--- src/rtl/simd_div_controller.sv ---
// SIMD unsigned restoring divider: 1x16, 2x8 or 4x4-bit lanes, one quotient bit per lane per cycle.
// Optional SIMD_DIV_SIGNED_EN adds sign_md and a FIX state for two's-complement lanes.
module simd_div_controller #(
  parameter int unsigned WIDTH = 16
) (
  input  logic                 clk,
  input  logic                 rst,
  input  logic [1:0]           mode,
`ifdef SIMD_DIV_SIGNED_EN
  input  logic                 sign_md,
`endif
  input  logic                 start,
  input  logic [WIDTH-1:0]     N,
  input  logic [WIDTH-1:0]     D,
  output logic [2*WIDTH-1:0]   result,
  output logic                 done,
  output logic                 busy,
  output logic [3:0]           div_by_zero
);

  localparam int unsigned HW = WIDTH / 2;
  localparam int unsigned QW = WIDTH / 4;
  localparam int unsigned CW = $clog2(WIDTH);

  typedef enum logic [1:0] {
    S_IDLE = 2'd0,
    S_CALC = 2'd1,
    S_DONE = 2'd2,
    S_FIX  = 2'd3
  } state_t;

  state_t            state_q, state_d;
  logic [1:0]        mode_q;
  logic [WIDTH-1:0]  q_q, r_q, d_q;
  logic [CW-1:0]     cnt_q;
  logic [WIDTH-1:0]  nq, nr;
  logic [1:0]        mnorm;
  logic [CW-1:0]     cnt_load;
  logic [WIDTH-1:0]  cap_n, cap_d;

  function automatic logic [3:0] zero_lanes(input logic [WIDTH-1:0] v, input logic [1:0] m);
    zero_lanes = '0;
    case (m)
      2'b01:   for (int unsigned l = 0; l < 2; l++) zero_lanes[l] = (v[l*HW +: HW] == '0);
      2'b10:   for (int unsigned l = 0; l < 4; l++) zero_lanes[l] = (v[l*QW +: QW] == '0);
      default: zero_lanes[0] = (v == '0);
    endcase
  endfunction

`ifdef SIMD_DIV_SIGNED_EN
  logic [3:0]        sn_q, sd_q;
  logic [3:0]        cap_sn, cap_sd;

  function automatic logic [3:0] sign_bits(input logic [WIDTH-1:0] v, input logic [1:0] m);
    case (m)
      2'b01:   sign_bits = {2'b00, v[WIDTH-1], v[HW-1]};
      2'b10:   sign_bits = {v[WIDTH-1], v[3*QW-1], v[2*QW-1], v[QW-1]};
      default: sign_bits = {3'b000, v[WIDTH-1]};
    endcase
  endfunction

  function automatic logic [WIDTH-1:0] lane_cneg(input logic [WIDTH-1:0] v, input logic [3:0] neg,
                                                 input logic [1:0] m);
    lane_cneg = v;
    case (m)
      2'b01: begin
        for (int unsigned l = 0; l < 2; l++)
          if (neg[l]) lane_cneg[l*HW +: HW] = '0 - v[l*HW +: HW];
      end
      2'b10: begin
        for (int unsigned l = 0; l < 4; l++)
          if (neg[l]) lane_cneg[l*QW +: QW] = '0 - v[l*QW +: QW];
      end
      default: if (neg[0]) lane_cneg = '0 - v;
    endcase
  endfunction

  // Zero-divisor lanes keep the raw dividend so they yield the unsigned pattern with no fixup.
  always_comb begin
    cap_sn = sign_md ? (sign_bits(N, mnorm) & ~zero_lanes(D, mnorm)) : '0;
    cap_sd = sign_md ? sign_bits(D, mnorm) : '0;
    cap_n  = lane_cneg(N, cap_sn, mnorm);
    cap_d  = lane_cneg(D, cap_sd, mnorm);
  end
`else
  always_comb begin
    cap_n = N;
    cap_d = D;
  end
`endif

  always_comb begin
    mnorm    = (mode == 2'b11) ? 2'b00 : mode;
    cnt_load = CW'(WIDTH - 1);
    case (mnorm)
      2'b01:   cnt_load = CW'(HW - 1);
      2'b10:   cnt_load = CW'(QW - 1);
      default: cnt_load = CW'(WIDTH - 1);
    endcase
  end

  // One restoring step for each lane split; the latched mode picks which split is used.
  logic [2:0][WIDTH-1:0] stq, str;

  for (genvar c = 0; c < 3; c++) begin : g_cfg
    localparam int unsigned NL = 1 << c;
    localparam int unsigned LW = WIDTH / NL;
    for (genvar g = 0; g < NL; g++) begin : g_lane
      logic [LW-1:0] rl, ql, dl, rs;
      logic          ge;
      assign rl = r_q[g*LW +: LW];
      assign ql = q_q[g*LW +: LW];
      assign dl = d_q[g*LW +: LW];
      assign rs = {rl[LW-2:0], ql[LW-1]};
      assign ge = (rs >= dl);
      assign stq[c][g*LW +: LW] = {ql[LW-2:0], ge};
      assign str[c][g*LW +: LW] = ge ? (rs - dl) : rs;
    end
  end

  always_comb begin
    nq = stq[0];
    nr = str[0];
    case (mode_q)
      2'b01: begin nq = stq[1]; nr = str[1]; end
      2'b10: begin nq = stq[2]; nr = str[2]; end
      default: begin nq = stq[0]; nr = str[0]; end
    endcase
  end

  always_ff @(posedge clk) begin
    if (rst) state_q <= S_IDLE;
    else     state_q <= state_d;
  end

  always_comb begin
    state_d = state_q;
    case (state_q)
      S_IDLE: if (start) state_d = S_CALC;
      S_CALC: begin
        if (cnt_q == '0) begin
`ifdef SIMD_DIV_SIGNED_EN
          state_d = S_FIX;
`else
          state_d = S_DONE;
`endif
        end
      end
      S_FIX:  state_d = S_DONE;
      S_DONE: state_d = S_IDLE;
      default: state_d = S_IDLE;
    endcase
  end

  always_ff @(posedge clk) begin
    if (rst) begin
      mode_q      <= '0;
      q_q         <= '0;
      r_q         <= '0;
      d_q         <= '0;
      cnt_q       <= '0;
      result      <= '0;
      div_by_zero <= '0;
`ifdef SIMD_DIV_SIGNED_EN
      sn_q        <= '0;
      sd_q        <= '0;
`endif
    end else begin
      case (state_q)
        S_IDLE: begin
          if (start) begin
            mode_q <= mnorm;
            q_q    <= cap_n;
            r_q    <= '0;
            d_q    <= cap_d;
            cnt_q  <= cnt_load;
`ifdef SIMD_DIV_SIGNED_EN
            sn_q   <= cap_sn;
            sd_q   <= cap_sd;
`endif
          end
        end
        S_CALC: begin
          q_q   <= nq;
          r_q   <= nr;
          cnt_q <= cnt_q - CW'(1);
`ifndef SIMD_DIV_SIGNED_EN
          if (cnt_q == '0) begin
            result      <= {nr, nq};
            div_by_zero <= zero_lanes(d_q, mode_q);
          end
`endif
        end
`ifdef SIMD_DIV_SIGNED_EN
        S_FIX: begin
          result      <= {lane_cneg(r_q, sn_q, mode_q), lane_cneg(q_q, sn_q ^ sd_q, mode_q)};
          div_by_zero <= zero_lanes(d_q, mode_q);
        end
`endif
        default: ;
      endcase
    end
  end

  assign done = (state_q == S_DONE);
  assign busy = (state_q != S_IDLE);

endmodule

--- config.mk ---
export PLATFORM = sky130hd
export DESIGN_NAME = simd_div_controller
export DESIGN_NICKNAME = d
export VERILOG_FILES = /design/src/rtl/simd_div_controller.sv
export SDC_FILE = /design/constraint.sdc
export NUM_CORES = 1
export LEC_CHECK = 0
export BUFFER_PORTS_ARGS = -buffer_cell sky130_fd_sc_hd__buf_2
export CAP_MARGIN = 25
export CORE_ASPECT_RATIO = 0.7
export CORE_MARGIN = 3
export CORE_UTILIZATION = 40
export DETAILED_ROUTE_END_ITERATION = 10
export PLACE_DENSITY = 0.62
export SYNTH_ARGS = -nofsm -noshare
export SYNTH_HDL_FRONTEND = slang
export SYNTH_SLANG_ARGS = --single-unit
--- constraint.sdc ---
create_clock -name clk -period 5.7 [get_ports clk]
set_clock_uncertainty 0.2 [all_clocks]
set_input_delay 0.57 -clock clk [delete_from_list [all_inputs] [get_ports clk]]
set_output_delay 0.57 -clock clk [all_outputs]
set_load 0.02 [all_outputs]
==> results of run 1 <==
[per-layer routing]
metal / wire, µm / vias to the layer above / GRT usage [%]
met3: 1760 / 19 / 4.96
met5: 0 / - / 0
met1: 9930 / 2906 / 37.2
met4: 221 / 0 / 4.18
li1: - / 3001 / -
met2: 8370 / 296 / 31.9
[per-stage QoR]
| step | utilization (%) | worst slack (ns) | power (µW) | instances | area (µm²) |
|---|---|---|---|---|---|
| global placement | 44.4 | 2.31 | 1960 | 1037 | 6690 |
| floorplan | - | 3.05 | 1680 | 820 | 6290 |
| CTS | 46.3 | 2.20 | 2540 | 1052 | 6960 |
| finish | 46.3 | 2.16 | 2560 | 1052 | 6960 |
| detailed placement | 44.4 | 2.20 | 1960 | 1037 | 6690 |
| global route | 46.3 | 1.91 | 2710 | 1052 | 6960 |
[cell usage in the layout, fill, tap and decap left out, drive strengths merged, types with 11 or more instances in the layout]
master and instances:
xnor2 13, a21oi 86, mux2i 16, a211oi 12
nor3 17, ha 28, o21ai 39, a311oi 15
inv 52, nand3 17, buf 84, nand2 140
dfxtp 91, nand3b 11, nor2 51
[cell type report]
class                           count  area, µm²  area share [%]
Multi-Input combinational cell    618       3990            57.3
Timing Repair Buffer               84        445            6.40
Clock buffer                        9        225            3.24
Inverter                           49        184            2.64
Tap cell                          195        244            3.51
Clock inverter                      6       48.8           0.701
Sequential cell                    91       1820            26.2
[report_power, final]
part	total (µW)	switching [µW]	leakage, µW	internal [µW]
Combinational	1230	785	0.00195	450
Clock	584	286	0.000125	299
Sequential	742	51.8	0.000742	691
[cell families (layout without fill, tap and decap cells)]
kind of cell               after synthesis  count (layout)  share of synthesized area, %
DFF                                     91              91                          29.0
muxes                                   21              21                          3.50
adders and majority gates               35              35                          7.80
AOI/OAI and AO/OA                      244             244                          26.6
xor gates and xnor gates                22              22                          3.07
and+or+nand+nor                        296             296                          22.4
buffers and inverters                  111             148                          7.64
[final timing paths]
check,start,end,cells after the start
setup / recovery,d_q[3],g_cfg[0].g_lane[0].rl[2],10
hold reg to reg,result[14],result[14],2
hold / removal,result[14],result[14],2
setup reg to reg,d_q[3],g_cfg[0].g_lane[0].rl[2],10
[registers in the layout, indices dropped and copies added (netlist names)]
register	flops
cnt_q	4
state_q	2
div_by_zero	4
g_cfg.g_lane.rl	15
mode_q	2
d_q	16
g_cfg.g_lane.ql	16
result	32
[critical path, stage by stage, from the launching register on]
cell and delay, ns:
dfxtp_1 0.36, inv_1 0.06, ha_1 0.57, nand3_1 0.24, a21oi_2 0.30, nor4_4 0.08
o21ai_2 0.50, buf_4 0.33, mux2_4 0.33, a2111oi_2 0.35, nor3_1 0.08
==> impl_metrics.env, run 1 <==
export IMPL_status="completed"
export IMPL_crit_required_ns=5.70
export IMPL_finalWirelength_um=20300
export IMPL_final_nets=925
export IMPL_synth_seq_cells=91
export IMPL_dp_hpwl_um=14400
export IMPL_period_minus_slack_ns=3.54
export IMPL_io_buffers=74
export IMPL_slew_headroom_pct=38.4
export IMPL_ys_flop_type="dfxtp_1"
export IMPL_report_final_slew_viol_count=0
export IMPL_synth_common_cells="nand2_1, dfxtp_1, a21oi_1, nor2_1, inv_1"
export IMPL_finalSetupTns_ns=0
export IMPL_cts_resized=0
export IMPL_worstPathMaxFanout=13
export IMPL_synth_edff_count=0
export IMPL_hold_viol=0
export IMPL_syn_avg_cell_area_um2=7.67
export IMPL_setup_worst_path_class="flip-flop to flip-flop"
export IMPL_htreeDepth=3
export IMPL_first_pass_iters=6
export IMPL_max_cap_violations=0
export IMPL_timing_hold_ws_ns=0.253
export IMPL_antenna_found_initial=0
export IMPL_synth_top_cell_area_share_pct=29.0
export IMPL_final_setup_viol_count=0
export IMPL_clock_path_buffers=2
export IMPL_grt_use_total_pct=23.4
export IMPL_end_kind="flip-flop"
export IMPL_syn_area_um2=6290
export IMPL_dieWidth_um=156
export IMPL_max_vdd_ir_drop_v=0.000209
export IMPL_cts_sinks=91
export IMPL_cp_start_kind="flip-flop"
export IMPL_start_util_pct=41.8
export IMPL_drive_gt1_share_pct=15.1
export IMPL_syn_to_final_growth_pct=10.7
export IMPL_min_path_type="flip-flop to flip-flop"
export IMPL_ioPinCount=75
export IMPL_grt_pass1_wl_um=32500
export IMPL_rsz0062_at_grt="false"
export IMPL_yosys_cell_count_top_type="nand2_1"
export IMPL_cts_root_buffer="clkbuf_16"
export IMPL_finalCritPeriodShare_pct=62.2
export IMPL_ys_seq_area_share_pct=29.0
export IMPL_vias_per_cell=5.91
export IMPL_pwr_density_cell_nw_per_um2=368
export IMPL_rows=37
export IMPL_synth_distinct_cells=78
export IMPL_synthCells=820
export IMPL_synthTopCellsByArea="dfxtp_1, nand2_1, a21oi_1, ha_1, nor2_1"
export IMPL_floorplan_core_area_um2=15000
export IMPL_tritoncts="done"
export IMPL_die_area_um2=17300
export IMPL_yosys_warnings=0
export IMPL_grt_pass1_vias=5711
export IMPL_r2r_setup_slack_ns=2.16
export IMPL_die_h_um=111
export IMPL_grt_overflow=0
export IMPL_power_leakage_uw=0.00282
export IMPL_ctsHoldBuffers=0
export IMPL_post_cts_buffers=0
export IMPL_numCtsBuffers=9
export IMPL_fmax_mhz=282
export IMPL_place_congestion=0.935
export IMPL_grt_max_degree=75
export IMPL_vias=6222
export IMPL_clock_latency_ns=0.35
export IMPL_arrival_ns=3.54
export IMPL_num_antenna_cells=0
export IMPL_fillers=1526
export IMPL_yosysTopAreaCell="dfxtp_1"
export IMPL_antenna_left=0
export IMPL_worst_pin_slew_ns=0.916
export IMPL_drc=0
export IMPL_synth_nets=892
export IMPL_first_iter_violations=759
export IMPL_cts_clk_slew_worst_paths_ns=0.07
export IMPL_synthArstFlopShare_pct=0
export IMPL_wl_per_cell_um=19.3
No activity file was read; power rests on OpenSTA's default activity.
==> inputs of run 2 (changes only) <==
Clock period 5.7 ns to 3.7 ns, I/O delays scaled along.
==> impl_metrics.env, run 2 (synthesized netlist as in run 1, its figures left out) <==
export IMPL_grt_use_total_pct=22.1
export IMPL_grt_pass1_wl_um=31100
export IMPL_rsz0062_at_grt="false"
export IMPL_max_cap_violations=0
export IMPL_use_met1_pct=34.1
export IMPL_post_cts_buffers=0
export IMPL_antenna_left=0
export IMPL_dp_hpwl_um=14300
export IMPL_first_pass_iters=7
export IMPL_grt_use_met2_pct=31.8
export IMPL_layout_commonest_cell="nand2_1"
export IMPL_io_buffers=74
export IMPL_fmax_mhz=310
export IMPL_period_minus_slack_ns=3.22
export IMPL_cp_start_kind="flip-flop"
export IMPL_crit_required_ns=3.74
export IMPL_clock_latency_ns=0.34
export IMPL_regMostFlops="result"
export IMPL_ioPinCount=75
export IMPL_vias_per_cell=5.86
export IMPL_timing_hold_ws_ns=0.0613
export IMPL_clock_path_buffers=2
export IMPL_syn_to_final_growth_pct=12.9
export IMPL_gr_usage_met3_pct=4.21
export IMPL_grt_pass1_vias=5834
export IMPL_drive_gt1_share_pct=15.8
export IMPL_dieWidth_um=156
export IMPL_place_congestion=0.909
export IMPL_drc=0
export IMPL_rows=37
export IMPL_grt_max_degree=45
export IMPL_pwr_density_cell_nw_per_um2=572
export IMPL_first_iter_violations=641
export IMPL_cts_sinks=91
export IMPL_final_nets=932
export IMPL_post_dp_cell_area_um2=6740
export IMPL_finalCritPeriodShare_pct=87.1
export IMPL_finalWirelength_um=19500
export IMPL_min_path_type="primary input to flip-flop"
export IMPL_top_usage_layer="met1"
export IMPL_final_area_um2=7100
export IMPL_cts_resized=0
export IMPL_final_setup_viol_count=0
export IMPL_arrival_ns=3.27
export IMPL_setup_slack_ns=0.476
export IMPL_total_power_uw=4060
export IMPL_max_vdd_ir_drop_v=0.000265
export IMPL_floorplan_core_area_um2=15000
export IMPL_cts_root_buffer="clkbuf_16"
export IMPL_cts_clk_slew_worst_paths_ns=0.07
export IMPL_dp_slack_ns=0.561
export IMPL_hold_viol=0
export IMPL_vias=6207
export IMPL_wl_per_cell_um=18.4
export IMPL_numCtsBuffers=9
export IMPL_worst_pin_slew_ns=0.955
export IMPL_end_kind="flip-flop"
export IMPL_num_antenna_cells=0
export IMPL_antenna_found_initial=0
export IMPL_die_area_um2=17300
export IMPL_htreeDepth=3
export IMPL_largest_reg_flops=32
export IMPL_tritoncts="done"
export IMPL_setup_worst_path_class="flip-flop to flip-flop"
export IMPL_power_leakage_uw=0.00290
export IMPL_slew_headroom_pct=35.7
export IMPL_grt_overflow=0
export IMPL_finalSetupTns_ns=0
export IMPL_report_final_slew_viol_count=0
export IMPL_worstPathMaxFanout=16
export IMPL_final_cell_mix="nand2_1, dfxtp_1, a21oi_1, buf_2, nor2_1"
export IMPL_start_util_pct=41.8
export IMPL_status="completed"
export IMPL_die_h_um=111
export IMPL_ctsHoldBuffers=0
[run 2: final timing paths]
| kind | slack, ns | from | cells past startpoint | endpoint |
|---|---|---|---|---|
| min | 0.06 | D[3] | 3 | d_q[3] |
| max reg2reg | 0.48 | g_cfg[0].g_lane[0].ql[15] | 12 | g_cfg[0].g_lane[0].rl[7] |
| max | 0.48 | g_cfg[0].g_lane[0].ql[15] | 12 | g_cfg[0].g_lane[0].rl[7] |
| min reg2reg | 0.25 | result[13] | 2 | result[13] |
[run 2: critical path, cell delays in order (launching register included)]
cell and delay, ns:
dfxtp_1 0.42, inv_1 0.18, ha_1 0.23, inv_1 0.07
fa_1 0.20, nand3_1 0.18, a21oi_2 0.28, nor4_4 0.07
o21ai_2 0.41, buf_4 0.32, or3_1 0.15, a21oi_1 0.08
a2111oi_2 0.32
[run 2: final cells by class]
cell class                 instances  area, µm²
sequential                        91       1820
clock buffer                      10        239
multi-input combinational        618       3990
fill                            1481       7950
tap                              195        244
timing repair buffer              91        531
inverter                          49        184
clock inverter                     6       93.8
[run 2: power breakdown]
| part | switching (µW) | internal [µW] |
|---|---|---|
| sequential | 84.4 | 1060 |
| clock | 410 | 617 |
| combinational | 1180 | 713 |
[run 2: metal layers]
layer  vias up  part of all wire, %
li1       3014                    -
met1      2910                   49
met2       263                   42
met3        20                  7.7
met4         0                 0.86
met5         -                    0
[run 2: per-stage QoR]
step           util, %  std cells
2_1_floorplan        -        820
3_3_place_gp      44.8       1043
3_5_place_dp      44.8       1043
4_1_cts           47.0       1059
5_1_grt           47.2       1060
6_report          47.2       1060
